**config.mk**
```make
export PLATFORM = sky130hd
export DESIGN_NAME = seq_mul_sched
export DESIGN_NICKNAME = d
export VERILOG_FILES = /design/src/rtl/seq_mul_pkg.sv /design/src/rtl/seq_mul_sched_rr_arb2.sv /design/src/rtl/seq_mul_sched.sv
export SDC_FILE = /design/constraint.sdc
export NUM_CORES = 1
export LEC_CHECK = 0
export BUFFER_PORTS_ARGS = -buffer_cell sky130_fd_sc_hd__buf_2
export CORE_MARGIN = 2
export CORE_UTILIZATION = 44
export DETAILED_ROUTE_END_ITERATION = 8
export PLACE_DENSITY = 0.76
export SETUP_SLACK_MARGIN = 0.15
export SLEW_MARGIN = 30
export SYNTH_ARGS = -nofsm -noshare
export SYNTH_HDL_FRONTEND = slang
export SYNTH_HIERARCHICAL = 1
export SYNTH_SLANG_ARGS = --single-unit
```
**constraint.sdc**
```tcl
create_clock -name clk -period 3.9 [get_ports clk]
set_input_delay 0.195 -clock clk [delete_from_list [all_inputs] [get_ports clk]]
set_output_delay 0.195 -clock clk [all_outputs]
set_load 0.01 [all_outputs]
```
**src/rtl/seq_mul_pkg.sv**
```systemverilog
// rtl/seq_mul_pkg.sv - shared types and defaults for the round-robin multiplier scheduler
package seq_mul_pkg;

  localparam int DEF_WIDTH   = 4;
  localparam int DEF_TIMEOUT = 15;

  typedef enum logic [1:0] {
    IDLE  = 2'd0,
    ISSUE = 2'd1,
    WAIT  = 2'd2,
    RESP  = 2'd3
  } state_t;

  typedef logic req_id_t;

endpackage

```
**src/rtl/seq_mul_sched_rr_arb2.sv**
```systemverilog
// rtl/seq_mul_sched_rr_arb2.sv - combinational 2-way round-robin grant
// rr_ptr names the preferred requester; the other one wins only when the preferred one is idle.
module rr_arb2
  import seq_mul_pkg::*;
(
  input  logic valid0,
  input  logic valid1,
  input  logic rr_ptr,
  output logic gnt_valid,
  output logic gnt_id
);

  req_id_t pref;
  logic    pref_valid;
  logic    alt_valid;

  always_comb begin
    pref       = rr_ptr;
    pref_valid = (pref == 1'b0) ? valid0 : valid1;
    alt_valid  = (pref == 1'b0) ? valid1 : valid0;
    gnt_valid  = pref_valid | alt_valid;
    gnt_id     = pref;
    if (!pref_valid && alt_valid) begin
      gnt_id = ~pref;
    end
  end

endmodule

```
**src/rtl/seq_mul_sched.sv**
```systemverilog
// rtl/seq_mul_sched.sv - two-requester scheduler sharing one sequential multiplier core
// One operation in flight; a watchdog turns a silent core into an error response.
module seq_mul_sched
  import seq_mul_pkg::*;
#(
  parameter int WIDTH   = DEF_WIDTH,
  parameter int TIMEOUT = DEF_TIMEOUT
) (
  input  logic               clk,
  input  logic               rst,
  input  logic               req0_valid,
  output logic               req0_ready,
  input  logic [WIDTH-1:0]   req0_a,
  input  logic [WIDTH-1:0]   req0_b,
  output logic               rsp0_valid,
  input  logic               rsp0_ready,
  output logic [2*WIDTH-1:0] rsp0_product,
  output logic               rsp0_err,
  input  logic               req1_valid,
  output logic               req1_ready,
  input  logic [WIDTH-1:0]   req1_a,
  input  logic [WIDTH-1:0]   req1_b,
  output logic               rsp1_valid,
  input  logic               rsp1_ready,
  output logic [2*WIDTH-1:0] rsp1_product,
  output logic               rsp1_err,
  output logic               mul_start,
  output logic [WIDTH-1:0]   mul_a,
  output logic [WIDTH-1:0]   mul_b,
  input  logic               mul_done,
  input  logic [2*WIDTH-1:0] mul_product,
  output logic               busy
);

  localparam int WD_W = (TIMEOUT > 1) ? $clog2(TIMEOUT) : 1;

  state_t             state;
  state_t             state_nxt;
  req_id_t            rr_ptr;
  req_id_t            owner;
  logic [WIDTH-1:0]   hold_a;
  logic [WIDTH-1:0]   hold_b;
  logic [2*WIDTH-1:0] res_product;
  logic               res_err;
  logic [WD_W-1:0]    wd_cnt;

  logic gnt_valid;
  logic gnt_id;
  logic accept;
  logic wd_last;
  logic rsp_fire;
  logic owner_ready;

  rr_arb2 u_arb (
    .valid0    (req0_valid),
    .valid1    (req1_valid),
    .rr_ptr    (rr_ptr),
    .gnt_valid (gnt_valid),
    .gnt_id    (gnt_id)
  );

  assign wd_last     = (wd_cnt == WD_W'(TIMEOUT - 1));
  assign owner_ready = (owner == 1'b0) ? rsp0_ready : rsp1_ready;

  always_comb begin
    state_nxt    = state;
    accept       = 1'b0;
    rsp_fire     = 1'b0;
    req0_ready   = 1'b0;
    req1_ready   = 1'b0;
    rsp0_valid   = 1'b0;
    rsp1_valid   = 1'b0;
    rsp0_product = '0;
    rsp1_product = '0;
    rsp0_err     = 1'b0;
    rsp1_err     = 1'b0;
    mul_start    = 1'b0;
    mul_a        = '0;
    mul_b        = '0;
    busy         = (state != IDLE);
    case (state)
      IDLE: begin
        // Ready is only raised toward a requester whose valid is already high,
        // so a grant is always a handshake.
        if (gnt_valid) begin
          accept     = 1'b1;
          req0_ready = (gnt_id == 1'b0);
          req1_ready = (gnt_id == 1'b1);
          state_nxt  = ISSUE;
        end
      end
      ISSUE: begin
        mul_start = 1'b1;
        mul_a     = hold_a;
        mul_b     = hold_b;
        state_nxt = WAIT;
      end
      WAIT: begin
        mul_a = hold_a;
        mul_b = hold_b;
        if (mul_done || wd_last) begin
          state_nxt = RESP;
        end
      end
      RESP: begin
        if (owner == 1'b0) begin
          rsp0_valid   = 1'b1;
          rsp0_product = res_product;
          rsp0_err     = res_err;
        end else begin
          rsp1_valid   = 1'b1;
          rsp1_product = res_product;
          rsp1_err     = res_err;
        end
        if (owner_ready) begin
          rsp_fire  = 1'b1;
          state_nxt = IDLE;
        end
      end
      default: state_nxt = IDLE;
    endcase
  end

  always_ff @(posedge clk) begin
    if (rst) begin
      state       <= IDLE;
      rr_ptr      <= 1'b0;
      owner       <= 1'b0;
      hold_a      <= '0;
      hold_b      <= '0;
      res_product <= '0;
      res_err     <= 1'b0;
      wd_cnt      <= '0;
    end else begin
      state <= state_nxt;
      if (accept) begin
        owner  <= gnt_id;
        hold_a <= (gnt_id == 1'b0) ? req0_a : req1_a;
        hold_b <= (gnt_id == 1'b0) ? req0_b : req1_b;
      end
      if (state == ISSUE) begin
        wd_cnt <= '0;
      end
      if (state == WAIT) begin
        // A done on the final watchdog cycle still counts as success.
        if (mul_done) begin
          res_product <= mul_product;
          res_err     <= 1'b0;
        end else if (wd_last) begin
          res_product <= '0;
          res_err     <= 1'b1;
        end else begin
          wd_cnt <= wd_cnt + WD_W'(1);
        end
      end
      if (rsp_fire) begin
        rr_ptr <= ~owner;
      end
    end
  end

endmodule

```
Yosys cells after proc, flatten, opt, wreduce, memory -nomap -nowiden

Index checks and enable logic that the tools add are counted.

Register bits: 25
Bits of input ports: 31
Logic and storage cells: 70

Add/subtract/negate cells: 1
Equality and inequality tests: 7
Multiplexer cells: 41
Bitwise logic cells: 4
Reductions and logical operators: 9

Operators by type and width:

| kind                | count |
|---|---|
| $mux 8              | 6 |
| $mux 4              | 8 |
| $mux 1              | 23 |
| $pmux 2 s4          | 1 |
| $mux 2              | 3 |
| $ne 2x2->1 const B  | 3 |
| $add 4x1->4 const B | 1 |
| $eq 2x2->1 const B  | 2 |
| $eq 4x4->1 const B  | 1 |
| $reduce_bool 2->1   | 2 |
| $not 1->1           | 3 |
| $reduce_and 3->1    | 1 |
| $eq 2x1->1 const B  | 1 |
| $logic_not 2->1     | 1 |
| $reduce_and 2->1    | 1 |
| $reduce_or 2->1     | 1 |
| $logic_and 1x1->1   | 1 |
| $logic_not 1->1     | 1 |
| $logic_or 1x1->1    | 1 |
| $or 1x1->1          | 1 |

Depth between registers and ports, before layout

Gate-level depths: netlist of run 1.

Depth after elaboration: 7
Depth in mapped cells: 7
Gate-level depth less buffers: 6

By module

The synthesis of run 1 kept the hierarchy.

Modules (own cells, without submodules):

| module        | times used | cells each | area each (µm²) | seq. area each (µm²) |
|---|---|---|---|---|
| seq_mul_sched | 1          | 162        | 1348.8          | 500.5 |
| rr_arb2       | 1          | 3          | 21.3            | 0.0 |

Worst setup path before layout of run 1

No wires, ideal clock.

Path kind: reg-to-reg
Start: reg state[0]
End: reg state[1]
Setup time: 0.124 ns
Arrival: 1.507 ns
Data required time: 3.776 ns
Slack: 2.269 ns
Cell stages (with the launch flop): 7
Path buffers: 0
Clock period less this slack: 1.631 ns
Path through: dfxtp_1 > inv_1 > ha_1 > nor2b_4 > a222oi_1 > mux2i_1 > nor2_1

Cells in the longest elaborated chain, start to end: 3
Elaborated cells between the ends (all ways): 9
Those cells by class: eq/ne (6); mux (1); reduce/logical (2)

Ends and longest elaborated chain:

| element                                              | RTL line             | source |
|---|---|---|
| from (decl)                                          | seq_mul_sched.sv:37  | `state_t state;` |
| from (signal assigned)                               | seq_mul_sched.sv:135 | `state <= state_nxt;` |
| $eq 2x2->1 / $logic_not 2->1 (equally long branches) | seq_mul_sched.sv:81  | `case (state)` |
| $ne 2x2->1 (no line)                                 | n/a                  |  |
| $reduce_and 3->1 (no line)                           | n/a                  |  |

Parallel ways exist; a longest one is shown, timed or not.
A chain may end at the register's enable or synchronous reset.

Worst setup path in the final report of run 1

Start: reg state[0]
End: out rsp0_product[4]

Cells in the longest elaborated chain, start to end: 2

Ends and longest elaborated chain:

| element    | RTL line            | source |
|---|---|---|
| $eq 2x2->1 | seq_mul_sched.sv:81 |  |
| $mux 8     | seq_mul_sched.sv:81 |  |
| to (decl)  | seq_mul_sched.sv:17 | `output logic [2*WIDTH-1:0] rsp0_product,` |

No other way between the ends.

==> reports/results.ini, run 1 <==
[status]
outcome = finished clean

[cells_and_area]
syn_to_final_growth_pct = 24.1
nets = 260
n_antenna_cell = 0
final_cell_area_um2 = 1700
drive_gt1_frac = 0.320

[logic_synthesis]
yosys_most_used_dff = dfxtp_1
netlist_top_cells_count = 29 x nor2_1, 25 x dfxtp_1, 19 x and2_1, 10 x and3_1, 10 x mux2i_1
yosys_warnings = 6
synth-seq-cells = 25
synth-edff-count = 0
ys_seq_area_frac = 0.365
synth_top_cell_area_share = 0.365
synthesis.area_um2 = 1370
async_flop_share = 0
yosysTopAreaCell = dfxtp_1
yosysUniqueCellTypes = 32
synth_area_leaders = dfxtp_1 37%, and2_1 8.7%, nor2_1 7.9%
syn_area_per_cell_um2 = 8.30
yosysMostFrequentCell = nor2_1
synthCells = 165
synthesis.nets = 202

[setup_path]
critical_path_required_ns = 3.70
arrival_ns = 1.88
crit_chain = ha_1 > nor2b_1 > and2_1 > buf_2
startpoint_type = register
crit_type = register to output pin
worst_path_max_delay_cell = nor2b_1
worstPathBufferInverterCount = 1
crit_path_end_kind = output pin
cp_slowest_stage_delay_ns = 0.43
critPathTopFamily = simple AND/OR/NAND/NOR gates
path_max_fanout = 14

[power_and_ir_drop]
clockPowerShare = 0.131
p_sw_frac = 0.409
ir_worst_vdd_mv = 0.311
p_per_area_nw_per_um2 = 531
p_int_w = 0.000533
p_leak_nw = 0.886
total_power_w = 0.000903
seq_power_share = 0.396
power.share.combinational = 0.473
power.switching_w = 0.000369

[sta]
rsz0062_at_grt = no
worst_pin_slew_ns = 0.855
setup_viol = 0
maxSlewViolCount = 0
clock_skew_ns = 0.00707
setup_tns_ns = 0
hold_violations = 0
fin_ws_ns = 1.82
fin_crit_ns = 2.08
post-route-period-util = 0.533
fmax_ghz = 0.481
relSlewSlack = 0.428

[global_routing]
grt_pass1_vias = 1189
grt_util_all_layers = 0.180
grt_pass1_wl_mm = 5.07
antenna_found_initial = 0
grt_max_degree = 27
grt_overflow = 0

[die]
coreArea_um2 = 3000
fp.dieArea_um2 = 3580
io_pins = 63
dieHeight_um = 59.8
start_util = 0.456
rows = 20
die_w_um = 59.8

[route]
viasPerCell = 5.16
drtPass1Iterations = 4
routedWlPerCell_um = 11.7
vias = 1316
drtAntennaViolNets = 0
routed_wl_mm = 2.99
post-route-drc-count = 0
dr.first_iter.drc_count = 47

[placement]
routabilityCongestion = 0.842
postPlaceCellArea_um2 = 1670
place.port_buffers = 62
place_hpwl_mm = 2.28
place_ws_ns = 2.07

[clock_network]
clk_pin_slew_ns = 0.14
cts_buffers = 3
clk_latency_ns = 0.31
cts_tree = done
cts_hold_buf = 0
postCtsSetupBuffers = 0
cts-root-buf = clkbuf_4
cts_max_level = 1
cts_sinks = 25
cts_resized = 0
cts_buffer_depth = 2

[worst_hold_path]
hold_class = input pin to register

[job]
maxCapViolCount = 0

-- registers in the layout, indices dropped and copies added, names as in the netlist --
| name | flops |
|---|---|
| wd_cnt | 4 |
| owner | 1 |
| hold_b | 4 |
| hold_a | 4 |
| rr_ptr | 1 |
| res_err | 1 |
| state | 2 |
| res_product | 8 |
-- cell families (layout without fill, tap and decap cells) --
group,Yosys count,in the layout,share of synthesized area
compound gates,32,32,0.159
mux,10,10,0.0731
flops,25,25,0.365
buf+inv,18,75,0.0621
simple gates,73,73,0.278
fa+ha+maj,7,7,0.0630
-- layer usage --
metal | track usage | part of all wire | wire, um | vias up
met3 | 0.0195 | 0.059 | 176 | 2
met1 | 0.216 | 0.45 | 1330 | 581
met2 | 0.334 | 0.49 | 1460 | 50
met4 | 0.0476 | 0.0067 | 20 | 0
met5 | 0 | 0 | 0 | -
li1 | - | - | - | 683
-- per-stage QoR --
step,hold slack (ns),utilization,instances
2_1_floorplan,0.343,-,165
3_3_place_gp,0.427,0.556,251
3_5_place_dp,0.445,0.556,251
4_1_cts,0.102,0.566,255
5_1_grt,0.0898,0.566,255
6_report,0.108,0.566,255
-- worst min-delay path: cells and delay by family --
family | cells | cell delay, ns
and+or+nand+nor | 1 | 0.07
buffers and inverters | 1 | 0.08
AOI/OAI and AO/OA | 1 | 0.05
-- layout make-up --
class	count	area [um^2]
clock buffer	3	22.5
tap	33	41.3
inverter	9	33.8
timing repair buffer	62	310
clock inverter	1	7.51
sequential	25	500
multi-input combinational	122	785
fill	308	1300
-- worst paths after layout --
| kind | cells after the start | to | slack, ns | from |
|---|---|---|---|---|
| hold / removal | 3 | res_product[0] | 0.11 | mul_product[0] |
| setup reg to reg | 6 | state[1] | 2.06 | state[0] |
| setup / recovery | 4 | rsp0_product[4] | 1.82 | state[0] |
| hold reg to reg | 2 | hold_a[0] | 0.51 | hold_a[0] |
-- power by group through the flow --
stage                     Sequential (W)  Combinational, W  Clock [W]
after global placement          0.000362          0.000425          0
final                           0.000358          0.000427   0.000118
after floorplan                 0.000350          0.000325          0
after detailed placement        0.000364          0.000430          0
after global routing            0.000368          0.000486   0.000134
after CTS                       0.000358          0.000433   0.000123
-- cells in the final DEF, fill, tap and decap left out, drive strengths merged --
master,synthesis,routed
a31oi,1,1
o31ai,1,1
o21ai,3,3
buf,3,62
nor2,29,29
clkbuf,5,3
nand2,4,4
nand2b,1,1
ha,6,6
nor3,2,2
nand3,4,4
clkinvlp,0,1
maj3,1,1
nor2b,2,2
or2,1,1
and3,11,11
o2111ai,1,1
a21o,1,1
a211oi,9,9
mux2i,10,10
a21oi,7,7
and2,19,19
dfxtp,25,25
a222oi,1,1
a22oi,8,8
inv,9,9
(Power assumes the default switching activity.)
==> run 2, diff against run 1 <==
--- a/config.mk
+++ b/config.mk
@@ -7,7 +7,7 @@
 export LEC_CHECK = 0
 export BUFFER_PORTS_ARGS = -buffer_cell sky130_fd_sc_hd__buf_2
 export CORE_MARGIN = 2
-export CORE_UTILIZATION = 44
+export CORE_UTILIZATION = 42
 export DETAILED_ROUTE_END_ITERATION = 8
 export PLACE_DENSITY = 0.76
 export SETUP_SLACK_MARGIN = 0.15
==> constraint.sdc (replaced) <==
create_clock -name clk -period 1.9 [get_ports clk]
set_input_delay 0.095 -clock clk [delete_from_list [all_inputs] [get_ports clk]]
set_output_delay 0.095 -clock clk [all_outputs]
set_load 0.01 [all_outputs]
==> run 2 against run 1 <==
Wire length increased by 0.53%; hold slack lost 0.11 ns; setup slack worse by 1.5 ns; sequential share of layout area shrank 1.3 points; utilization increased by 1.5 points; clock-buffer cell count up 1; register-to-register slack worse by 1.8 ns; critical path depth did not move; largest power group unchanged.
==> reports/results.ini, run 2 (synthesis results as in run 1) <==
[route]
vias = 1335  ; +1.4%
drtPass1Iterations = 4  ; unchanged
drtAntennaViolNets = 0  ; unchanged
routed_wl_mm = 3.01  ; +0.53%
dr.first_iter.drc_count = 52  ; +11%
post-route-drc-count = 0  ; unchanged
routedWlPerCell_um = 11.0  ; -6.4%
viasPerCell = 4.87  ; -5.6%

[status]
outcome = finished clean

[cells_and_area]
most-common-layout-cells = 62 x buf_2, 29 x nor2_1, 23 x dfxtp_1
n_antenna_cell = 0  ; unchanged
drive_gt1_frac = 0.352  ; +0.0324
top_register = res_product
regArea_um2 = 503  ; +0.50%
final_cell_area_um2 = 1790  ; +5.3%
largest_reg_flops = 8  ; unchanged
final_common_cell = buf_2
nets = 268  ; +3.1%
syn_to_final_growth_pct = 30.7
fillers = 311  ; +0.97%
multi_input_area_um2 = 797  ; +1.6%

[setup_path]
crit_type = register to output pin
worstPathBufferInverterCount = 2  ; +1
critical_path_required_ns = 1.80  ; -1.90 ns
rrSetupSlack_ns = 0.29  ; -1.77 ns
crit_path_end_kind = output pin
r2r_start = state[0]
critPathTopFamily = flip-flops
cp_slowest_stage_delay_ns = 0.41  ; -0.02 ns
arrival_ns = 1.53  ; -0.35 ns
path_max_fanout = 9  ; -5
rr_endpoint = state[0]
crit_chain = inv_1 > ha_1 > and2_1 > buf_2
startpoint_type = register
r2r_cells = 7  ; +1
worst_path_max_delay_cell = dfxtp_1

[die]
die_w_um = 61.1  ; +2.2%
start_util = 0.445  ; -0.0111
fp.dieArea_um2 = 3740  ; +4.4%
rows = 20  ; unchanged
coreArea_um2 = 3080  ; +2.5%
io_pins = 63  ; unchanged
dieHeight_um = 61.1  ; +2.2%

[clock_network]
cts_buffers = 3  ; unchanged
cts_sinks = 25  ; unchanged
cts-root-buf = clkbuf_4
cts_tree = done
clk_latency_ns = 0.32  ; about the same
cts_buffer_depth = 2  ; unchanged
clk_pin_slew_ns = 0.13  ; about the same
cts_max_level = 1  ; unchanged

[sta]
maxSlewViolCount = 0  ; unchanged
fmax_ghz = 0.616
post-route-period-util = 0.854
rsz0062_at_grt = no
worst_pin_slew_ns = 0.488  ; -0.367 ns
fin_crit_ns = 1.62
setup_viol = 0  ; unchanged
clock_skew_ns = 0.00278  ; -0.00429 ns
hold_violations = 0  ; unchanged
relSlewSlack = 0.675  ; +0.247
setup_tns_ns = 0  ; unchanged

[global_routing]
grt_util_all_layers = 0.171  ; -0.00855
grt_pass1_wl_mm = 4.85  ; -4.4%
grt_pass1_vias = 1173  ; -1.3%
grt_max_degree = 27  ; unchanged
grt_overflow = 0  ; unchanged
antenna_found_initial = 0  ; unchanged

[worst_hold_path]
hold_class = input pin to register
hold_start = mul_product[2]
hold-path-cell-count = 3  ; unchanged
holdPathEnd = res_product[2]

[power_and_ir_drop]
p_leak_nw = 0.922  ; +4.1%
total_power_w = 0.00195  ; +120%
p_per_area_nw_per_um2 = 1090  ; +100%
ir_worst_vdd_mv = 0.706  ; +130%

[placement]
postPlaceCellArea_um2 = 1710  ; +2.6%
place_hpwl_mm = 2.29  ; +0.49%
place.port_buffers = 62  ; unchanged
routabilityCongestion = 0.847  ; +0.51%

[job]
maxCapViolCount = 0  ; unchanged

-- run 2: how the worst max path moves through the flow --
stage	start	endpoint	cells after the start
floorplan	state[0]	state[1]	6
global placement	state[0]	state[1]	6
detailed placement	state[0]	state[1]	6
CTS	state[1]	rsp0_product[2]	4
global route	state[1]	mul_a[0]	4
finish	state[1]	mul_b[1]	4
-- run 2: worst min-delay path, delay by kind of cell --
kind / cells / cell delay [ns]
AND/OR/NAND/NOR: 1 / 0.07
AO/OA/AOI/OAI: 1 / 0.05
buffers and inverters: 1 / 0.08
-- run 2: metrics by stage --
stage          setup slack, ns   util  std cells  hold WS [ns]
6_report                 0.278  0.582        274       0.00157
5_1_grt                  0.157  0.582        274       0.00599
4_1_cts                  0.155  0.575        273       0.00566
3_5_place_dp             0.117  0.557        266         0.340
3_3_place_gp             0.178  0.557        266         0.335
2_1_floorplan            0.269      -        165         0.243
-- run 2: final cells by class --
type | count | share of cell area
tap | 44 | 0.0307
multi-input combinational | 122 | 0.445
timing repair buffer | 70 | 0.210
sequential | 25 | 0.281
inverter | 9 | 0.0189
clock buffer | 4 | 0.0147
-- run 2: what timing repair did --
action,CTS,global route
setup endpoints to repair,12,17
endpoints found under the hold margin,2,0
hold buffers,2,0
pin swaps,1,1
setup buffers,1,1
gates resized for setup,1,5
-- run 2: report_power, final --
| part | switching, W | internal [W] | leakage [nW] | total [W] |
|---|---|---|---|---|
| logic | 0.000548 | 0.000437 | 0.702 | 0.000985 |
| clock network | 0.000158 | 0.0000822 | 0.0150 | 0.000240 |
| registers | 0.0000723 | 0.000650 | 0.205 | 0.000722 |
-- run 2: layer usage --
| layer | vias up | GRT usage | share of wire |
|---|---|---|---|
| met3 | 4 | 0.0462 | 0.094 |
| met4 | 0 | 0.0466 | 0.0093 |
| met2 | 62 | 0.313 | 0.46 |
| li1 | 695 | - | - |
| met5 | - | 0 | 0 |
| met1 | 574 | 0.195 | 0.44 |
==> run 3, diff against run 2 <==
--- a/config.mk
+++ b/config.mk
@@ -5,10 +5,11 @@
 export SDC_FILE = /design/constraint.sdc
 export NUM_CORES = 1
 export LEC_CHECK = 0
-export BUFFER_PORTS_ARGS = -buffer_cell sky130_fd_sc_hd__buf_2
+export BUFFER_PORTS_ARGS = -buffer_cell sky130_fd_sc_hd__buf_4
 export CORE_MARGIN = 2
 export CORE_UTILIZATION = 42
 export DETAILED_ROUTE_END_ITERATION = 8
+export GPL_TIMING_DRIVEN = 0
 export PLACE_DENSITY = 0.76
 export SETUP_SLACK_MARGIN = 0.15
 export SLEW_MARGIN = 30
==> run 3 against run 2 <==
Critical path depth increased by 3; die area unchanged; utilization is 5.4 points higher; global-route usage rose by 1.0 points; via count rose by 1.8%; combinational power up 7%; first-iteration DRC count decreased by 21%; sequential power grew 2%; setup slack worse by 0.067 ns; hold slack better by 0.0039 ns; highest routed layer unchanged.
==> reports/results.ini, run 3 (synthesis results as in run 1) <==
[status]
outcome = finished clean

[cells_and_area]
top_register = res_product
nets = 270  ; +0.75%
fillers = 280  ; -10%
most-common-layout-cells = 63 x buf_4, 28 x nor2_1, 23 x dfxtp_1
finalNonFillerCells = 276  ; +0.73%
largest_reg_flops = 8  ; unchanged
final_common_cell = buf_4
final_cell_area_um2 = 1960  ; +9.2%
syn_to_final_growth_pct = 42.7
drive_gt1_frac = 0.353  ; +0.00127
n_antenna_cell = 0  ; unchanged

[global_routing]
grt_pass1_vias = 1233  ; +5.1%
grt_pass1_wl_mm = 5.15  ; +6.3%
grt_overflow = 0  ; unchanged
grt_util_all_layers = 0.181  ; +0.0103
grt_max_degree = 14  ; -48%
antenna_found_initial = 0  ; unchanged

[die]
dieHeight_um = 61.1  ; unchanged
die_w_um = 61.1  ; unchanged
io_pins = 63  ; unchanged
coreArea_um2 = 3080  ; unchanged
fp.dieArea_um2 = 3740  ; unchanged
rows = 20  ; unchanged
start_util = 0.445  ; unchanged

[setup_path]
cp_slowest_stage_delay_ns = 0.39  ; -0.02 ns
crit_chain = inv_1 > ha_2 > nor2b_4 > a222oi_1 > buf_4 > mux2i_1 > nor2_1
critical_path_required_ns = 2.10  ; +0.30 ns
crit_type = register to register
crit_path_end_kind = register
critPathTopFamily = flip-flops
arrival_ns = 1.89  ; +0.36 ns
path_max_fanout = 6  ; -3
worst_path_max_delay_cell = dfxtp_4
worstPathBufferInverterCount = 2  ; unchanged
startpoint_type = register

[clock_network]
cts_buffers = 3  ; unchanged
clk_latency_ns = 0.31  ; about the same
cts-root-buf = clkbuf_4
cts_tree = done
cts_sinks = 25  ; unchanged
cts_buffer_depth = 2  ; unchanged
cts_max_level = 1  ; unchanged
clk_pin_slew_ns = 0.13  ; about the same

[sta]
hold_violations = 0  ; unchanged
setup_viol = 0  ; unchanged
setup_tns_ns = 0  ; unchanged
fin_crit_ns = 1.69  ; +0.0671 ns
relSlewSlack = 0.668  ; -0.00738
clock_skew_ns = 0.00949  ; +0.00671 ns
post-route-period-util = 0.889  ; +0.0353
rsz0062_at_grt = yes
whs_ns = 0.00546  ; +0.00389 ns
fmax_ghz = 0.592  ; -4.0%
worst_pin_slew_ns = 0.499  ; +0.0111 ns
maxSlewViolCount = 0  ; unchanged

[placement]
routabilityCongestion = 0.792  ; -6.5%
postPlaceCellArea_um2 = 1880  ; +9.9%
dpl.cell_count = 270  ; +1.5%
place_hpwl_mm = 2.45  ; +7.2%
place.port_buffers = 61  ; -1.6%

[route]
dr.first_iter.drc_count = 41  ; -21%
routedWlPerCell_um = 11.5  ; +4.9%
vias = 1359  ; +1.8%
drtAntennaViolNets = 0  ; unchanged
viasPerCell = 4.92  ; +1.1%
routed_wl_mm = 3.18  ; +5.7%
drtPass1Iterations = 6  ; +2
post-route-drc-count = 0  ; unchanged

[power_and_ir_drop]
p_per_area_nw_per_um2 = 1030  ; -4.9%
p_leak_nw = 0.947  ; +2.7%
total_power_w = 0.00202  ; +3.8%
ir_worst_vdd_mv = 0.685  ; -2.9%

[job]
maxCapViolCount = 0  ; unchanged

[worst_hold_path]
hold_class = input pin to register

==> run 3: cell types whose count changed in the layout (fill, tap and decap cells not counted), sizes merged <==
cell	previous run	this run
buf	68	65
clkbuf	4	9
dlygate4sd1	0	1
dlygate4sd3	2	1
==> run 3: per-stage QoR <==
step,util,setup slack (ns)
detailed placement,0.612,0.102
global route,0.635,0.119
finish,0.635,0.211
floorplan,-,0.269
global placement,0.612,0.118
CTS,0.628,0.170
==> run 3: routing by layer <==
layer / GRT usage / routed length [um]
met5: 0 / 0
met4: 0.0652 / 35
met3: 0.0336 / 304
met2: 0.316 / 1450
met1: 0.223 / 1390
==> run 3: cell type report <==
cell class,count,area (um^2),share of cell area
tap,44,55.1,0.0282
clock buffer,4,26.3,0.0134
multi-input combinational,122,806,0.412
buffer,9,53.8,0.0275
inverter,9,33.8,0.0173
sequential,25,505,0.258
timing repair buffer,63,475,0.243
==> run 3: worst register-to-register path: cells and delay by family (launching register included) <==
family / cells / cell delay (ns)
DFF: 1 / 0.39
AOI/OAI and AO/OA: 1 / 0.31
buffers and inverters: 2 / 0.25
adders and majority gates: 1 / 0.23
and+or+nand+nor: 2 / 0.21
muxes: 1 / 0.19
==> run 3: repair_timing <==
item | in CTS | in global routing
resized for setup | 2 | 10
setup buffers | 1 | 0
endpoints found under the setup margin | 19 | 38
hold buffers | 1 | 0
endpoints found under the hold margin | 5 | 0
pin swaps | 1 | 1
==> run 3: power breakdown <==
part           leakage (nW)  internal (W)  switching, W  total [W]
logic                 0.727      0.000499      0.000554    0.00105
registers             0.205      0.000657     0.0000804   0.000737
clock network        0.0150     0.0000820      0.000149   0.000231
==> run 3: path summary, 6_finish.rpt <==
kind,depth (start not counted),start,end,slack [ns]
setup / recovery,7,state[0],state[1],0.21
hold reg to reg,2,hold_a[2],hold_a[2],0.50
hold / removal,3,mul_product[0],res_product[0],0.005
setup reg to reg,7,state[0],state[1],0.21
